### src/rtl/iir_sos_cascade_tdm.sv
// Cascade of NSEC Direct-Form-I biquad sections sharing one time-multiplexed MAC.
// Samples and coefficients are Q(DW-FRAC).FRAC; each section output is rounded then saturated.
`timescale 1ns/1ps
module iir_sos_cascade_tdm #(
   parameter int DW   = 16,
   parameter int CW   = 16,
   parameter int FRAC = 14,
   parameter int NSEC = 4,
   parameter int ACCW = 40
) (
   input  logic                      clk,
   input  logic                      rst_n,
   input  logic                      in_valid,
   output logic                      in_ready,
   input  logic [DW-1:0]             in_data,
   output logic                      out_valid,
   input  logic                      out_ready,
   output logic [DW-1:0]             out_data,
   input  logic                      coef_we,
   input  logic [$clog2(5*NSEC)-1:0] coef_addr,
   input  logic [CW-1:0]             coef_wdata,
   input  logic                      clr_state,
   output logic                      sat_flag
);
   localparam int NCOEF = 5 * NSEC;
   localparam int AW    = $clog2(NCOEF);
   localparam int SW    = (NSEC > 1) ? $clog2(NSEC) : 1;
   localparam int PW    = DW + CW;
   localparam logic [AW-1:0]          NCOEF_L = AW'(NCOEF);
   localparam logic [SW-1:0]          LAST_S  = SW'(NSEC - 1);
   localparam logic signed [ACCW-1:0] HALF    = ACCW'(1) << (FRAC - 1);
   localparam logic signed [ACCW-1:0] YMAX    = (ACCW'(1) << (DW - 1)) - ACCW'(1);
   localparam logic signed [ACCW-1:0] YMIN    = -(ACCW'(1) << (DW - 1));
   localparam logic signed [CW-1:0]   UNITY   = CW'(1) << FRAC;

   typedef enum logic [1:0] {IDLE, MAC, UPD, HOLD} state_t;

   state_t                 state_q, state_d;
   logic signed [CW-1:0]   coef_q [NCOEF];
   logic signed [DW-1:0]   x1_q [NSEC];
   logic signed [DW-1:0]   x2_q [NSEC];
   logic signed [DW-1:0]   y1_q [NSEC];
   logic signed [DW-1:0]   y2_q [NSEC];
   logic signed [DW-1:0]   work_q;
   logic signed [ACCW-1:0] acc_q;
   logic [SW-1:0]          s_q;
   logic [2:0]             t_q;
   logic [AW-1:0]          cidx_q;
   logic                   accept;
   logic signed [CW-1:0]   coef_op;
   logic signed [DW-1:0]   data_op;
   logic signed [PW-1:0]   prod;
   logic signed [ACCW-1:0] prod_ext;
   logic signed [ACCW-1:0] rnd;
   logic signed [ACCW-1:0] r;
   logic                   sat_hi, sat_lo;
   logic signed [DW-1:0]   ysat;

   // A clear request takes the cycle, so no sample may be accepted alongside it.
   assign in_ready = (state_q == IDLE) && !out_valid && !clr_state;

   // cidx_q walks linearly through the coefficient RAM, so it lands on the next section's b0.
   always_comb begin
      coef_op = (cidx_q < NCOEF_L) ? coef_q[cidx_q] : '0;
      case (t_q)
         3'd0:    data_op = work_q;
         3'd1:    data_op = x1_q[s_q];
         3'd2:    data_op = x2_q[s_q];
         3'd3:    data_op = y1_q[s_q];
         default: data_op = y2_q[s_q];
      endcase
   end

   assign prod     = PW'(data_op) * PW'(coef_op);
   assign prod_ext = {{(ACCW-PW){prod[PW-1]}}, prod};
   assign rnd      = acc_q + HALF;
   assign r        = rnd >>> FRAC;
   assign sat_hi   = (r > YMAX);
   assign sat_lo   = (r < YMIN);
   assign ysat     = sat_hi ? {1'b0, {(DW-1){1'b1}}} :
                     sat_lo ? {1'b1, {(DW-1){1'b0}}} : r[DW-1:0];

   always_comb begin
      state_d = state_q;
      accept  = 1'b0;
      case (state_q)
         IDLE: begin
            if (in_valid && in_ready) begin
               accept  = 1'b1;
               state_d = MAC;
            end
         end
         MAC:     if (t_q == 3'd4) state_d = UPD;
         UPD:     state_d = (s_q == LAST_S) ? HOLD : MAC;
         HOLD:    if (out_ready) state_d = IDLE;
         default: state_d = IDLE;
      endcase
   end

   always_ff @(posedge clk or negedge rst_n) begin
      if (!rst_n) state_q <= IDLE;
      else        state_q <= state_d;
   end

   // Feedback taps are subtracted rather than negating a1/a2, so -2^(CW-1) cannot overflow.
   always_ff @(posedge clk or negedge rst_n) begin
      if (!rst_n) begin
         for (int i = 0; i < NCOEF; i++) coef_q[i] <= (i % 5 == 0) ? UNITY : '0;
         for (int i = 0; i < NSEC; i++) begin
            x1_q[i] <= '0;
            x2_q[i] <= '0;
            y1_q[i] <= '0;
            y2_q[i] <= '0;
         end
         work_q    <= '0;
         acc_q     <= '0;
         s_q       <= '0;
         t_q       <= '0;
         cidx_q    <= '0;
         out_valid <= 1'b0;
         out_data  <= '0;
         sat_flag  <= 1'b0;
      end else begin
         case (state_q)
            IDLE: begin
               if (clr_state) begin
                  for (int i = 0; i < NSEC; i++) begin
                     x1_q[i] <= '0;
                     x2_q[i] <= '0;
                     y1_q[i] <= '0;
                     y2_q[i] <= '0;
                  end
                  sat_flag <= 1'b0;
               end
               if (coef_we && (coef_addr < NCOEF_L)) coef_q[coef_addr] <= coef_wdata;
               if (accept) begin
                  work_q <= in_data;
                  acc_q  <= '0;
                  s_q    <= '0;
                  t_q    <= '0;
                  cidx_q <= '0;
               end
            end
            MAC: begin
               acc_q  <= (t_q < 3'd3) ? (acc_q + prod_ext) : (acc_q - prod_ext);
               t_q    <= t_q + 3'd1;
               cidx_q <= cidx_q + AW'(1);
            end
            UPD: begin
               x2_q[s_q] <= x1_q[s_q];
               x1_q[s_q] <= work_q;
               y2_q[s_q] <= y1_q[s_q];
               y1_q[s_q] <= ysat;
               work_q    <= ysat;
               if (sat_hi || sat_lo) sat_flag <= 1'b1;
               if (s_q != LAST_S) begin
                  s_q   <= s_q + SW'(1);
                  t_q   <= '0;
                  acc_q <= '0;
               end else begin
                  out_data  <= ysat;
                  out_valid <= 1'b1;
               end
            end
            HOLD: begin
               if (out_ready) out_valid <= 1'b0;
            end
            default: ;
         endcase
      end
   end

endmodule

### config.mk
export PLATFORM = sky130hd
export DESIGN_NAME = iir_sos_cascade_tdm
export DESIGN_NICKNAME = d
export VERILOG_FILES = /design/src/rtl/iir_sos_cascade_tdm.sv
export SDC_FILE = /design/constraint.sdc
export NUM_CORES = 2
export LEC_CHECK = 0
export CAP_MARGIN = 10
export CORE_MARGIN = 2
export CORE_UTILIZATION = 60
export DETAILED_ROUTE_END_ITERATION = 6
export PLACE_DENSITY = 0.78
export SYNTH_ARGS = -nofsm -noshare
export SYNTH_HDL_FRONTEND = slang
export SYNTH_SLANG_ARGS = --single-unit
### constraint.sdc
create_clock -name clk -period 16.35 [get_ports clk]
set_input_delay 4.0875 -clock clk [delete_from_list [all_inputs] [get_ports clk]]
set_output_delay 4.0875 -clock clk [all_outputs]
set_load 0.01 [all_outputs]
==> impl_metrics.csv <==
group,metric,value,unit
run_status,status,"finished, final reports clean",
worst_setup_path,slowest_stage,"dfrtp_4",
worst_setup_path,cp_max_fo,41,
clock_tree,insertion_delay,0.65,ns
worst_setup_path,critPathLaunchType,"register",
worst_setup_path,end_kind,"register",
sta,finClkSkew,0.0568,ns
worst_setup_path,critPathRequiredTime,16.85,ns
floorplan,dieHeight,270,um
placement,port_buffers,61,
grt,antenna_found_initial,3,
sta,worst_slew_pin_slew,1.22,ns
job,max_cap_viol_count,0,
floorplan,core,70000,um^2
route,drt_pass1_iterations,6,
route,avgRoutedWirePerCell,23.7,um
grt,grt_max_degree,153,
clock_tree,root_buffer,"clkbuf_16",
yosys,synth_area_leader_cell,"dfrtp_1",
placement,place_ws,4.01,ns
sta,drv_slew,0,
clock_tree,clk_path_buf_depth,3,
yosys,syn_avg_cell_area,11.5,um^2
sta,relSlewSlack,18.7,%
yosys,ys_seq_area_share,39.1,%
floorplan,die_area,72900,um^2
clock_tree,cts_buffers,71,
placement,dp.cells,4545,
route,antenna_left,0,
worst_hold_path,hp-class,"register to register",
sta,setup_viol,0,
route,dr_total_vias,29878,
yosys,synth_cells,3688,
grt,grt_pass1_wl,177,mm
yosys,synth_top_area_share,38.8,%
worst_setup_path,crit_type,"register to register",
clock_tree,cts.htree.levels,3,
sta,fin_tns_setup,0,ns
sta,fin_crit_sh,76.2,%
yosys,synth-seq-cells,662,
clock_tree,cts_resized,0,
clock_tree,cts_tree,"done",
sta,fin_crit,12.46,ns
final_layout,finish.utilization,66.5,%
final_layout,fillers,5073,
yosys,synth_edf_count,0,
floorplan,ioPinCount,62,
worst_setup_path,max_stage_delay,0.96,ns
route,vias_per_cell,6.40,
sta,rsz0062_at_grt,"no",
sta,postLayoutSetupSlackWorst,3.89,ns
sta,hold_viol_final,0,
final_layout,seqCellArea,16600,um^2
final_layout,final_net_count,4118,
clock_tree,clock-sinks,662,
floorplan,rows,97,
route,first_iter_violations,2678,
final_layout,antenna_cells,0,
worst_setup_path,crit_top_cell,"fa_1",
yosys,yosysWarnings,0,
clock_tree,hold_buffers,0,
placement,post-dp-hpwl,73.3,mm
clock_tree,clk_pin_slew_worst_paths,0.06,ns
floorplan,fp.dieW,270,um
floorplan,start_util,60.6,%
worst_setup_path,arrival,12.95,ns
final_layout,final_cells,4670,
grt,grt_pass1_vias,31075,
sta,max_freq,80.3,MHz
grt,grt_usage,31.1,%
yosys,synth_cell_type_count,89,
placement,place.gp.congestion,0.912,
final_layout,multi_input_area,23700,um^2
final_layout,area_growth,9.74,%
grt,gr-total-overflow,0,
final_layout,drive_above_1_share,20.6,%
yosys,synth_nets,4127,
route,post-route-drc-count,0,
yosys,yosys_most_used_dff,"dfrtp_1",
clock_tree,cts_setup_buffers,0,
route,finalWirelength,110,mm
yosys,async_flop_share,100,%
yosys,syn_area,42400,um^2
yosys,synth_area_leaders,"dfrtp_1 39%, fa_1 12%, mux2_2 8.9%",
## Yosys cell counts, types with 25 or more instances
cell      count
nand3_1      31
a22oi_1      25
xor2_1       50
o21ai_0     132
clkbuf_1    201
fa_1        264
a21o_1       60
nand2_1     300
nor3_1       25
a22o_1      214
nor2_1      258
xnor2_1      61
mux4_2      158
a21oi_1      78
inv_1       368
dfrtp_1     658
ha_1        132
mux2_2      337
## flip-flops by register name, indices dropped and copies added (netlist names)
| register | cells |
|---|---|
| acc_q | 40 |
| cidx_q | 5 |
| coef_q | 320 |
| out_data | 16 |
| out_valid | 1 |
| s_q | 2 |
| sat_flag | 1 |
| state_q | 2 |
| t_q | 3 |
| work_q | 16 |
| x1_q | 64 |
| x2_q | 64 |
| y1_q | 64 |
| y2_q | 64 |
## area by class of cell
class | count | share of cell area (%)
Clock buffer | 99 | 4.41
Inverter | 370 | 2.98
Sequential cell | 662 | 35.6
Timing Repair Buffer | 143 | 2.68
Multi-Input combinational cell | 2431 | 50.9
Clock inverter | 25 | 0.887
Tap cell | 940 | 2.53
## worst paths after layout
kind | end | slack, ns | startpoint | cells past startpoint
min reg2reg | out_data[12]$_DFFE_PN0P_ | 0.47 | out_data[12]$_DFFE_PN0P_ | 1
max in group asynchronous | coef_q[268]$_DFFE_PN0P_ | 9.75 | rst_n | 4
max | acc_q[38]$_DFFE_PN0P_ | 3.89 | s_q[0]$_DFFE_PN0P_ | 41
min in group asynchronous | coef_q[290]$_DFFE_PN0P_ | 3.48 | rst_n | 1
min | out_data[12]$_DFFE_PN0P_ | 0.47 | out_data[12]$_DFFE_PN0P_ | 1
max reg2reg | acc_q[38]$_DFFE_PN0P_ | 3.89 | s_q[0]$_DFFE_PN0P_ | 41
## kinds of logic (layout without fill, tap and decap cells)
family,count (synthesis),after routing,share of synthesized area [%]
and+or+nand+nor,752,752,7.87
AOI/OAI and AO/OA,670,670,11.6
DFF,662,662,39.1
buffers and inverters,595,637,5.32
muxes,501,501,17.5
adders and majority gates,396,396,16.3
xor gates and xnor gates,112,112,2.33
## worst max-delay path, delay by kind of cell, from the launching register on
kind            cells  cell delay (ns)
fa+ha+maj           8             3.76
simple gates       13             2.73
compound gates     10             2.51
buf+inv             6             1.10
flops               1             0.96
mux                 1             0.60
xor+xnor            3             0.59
## cells in the final DEF (no fill, tap or decap), types with 78 or more instances in the layout
master	n
o21ai_0	132
dfrtp_1	654
fa_1	264
inv_1	368
mux4_2	158
ha_1	132
buf_4	80
mux2_2	337
nor2_1	246
a21oi_1	78
a22o_1	214
nand2_1	296
## metrics by stage
step / area [um^2] / hold slack [ns]
floorplan: 42400 / 0.441
global placement: 44100 / 0.457
detailed placement: 44100 / 0.463
CTS: 46600 / 0.477
global route: 46600 / 0.487
finish: 46600 / 0.474
## per-layer routing
layer,global-route usage [%],wire [um],vias to the layer above,part of all wire (%)
li1,-,-,12838,-
met1,42.8,44200,15330,40
met2,50.1,53400,1432,48
met3,5.49,8960,276,8.1
met4,11.2,3910,2,3.5
met5,0,14,-,0.013
Power is not shown: default switching activity piles up to over one toggle a cycle in this logic, so the estimate is an artifact.
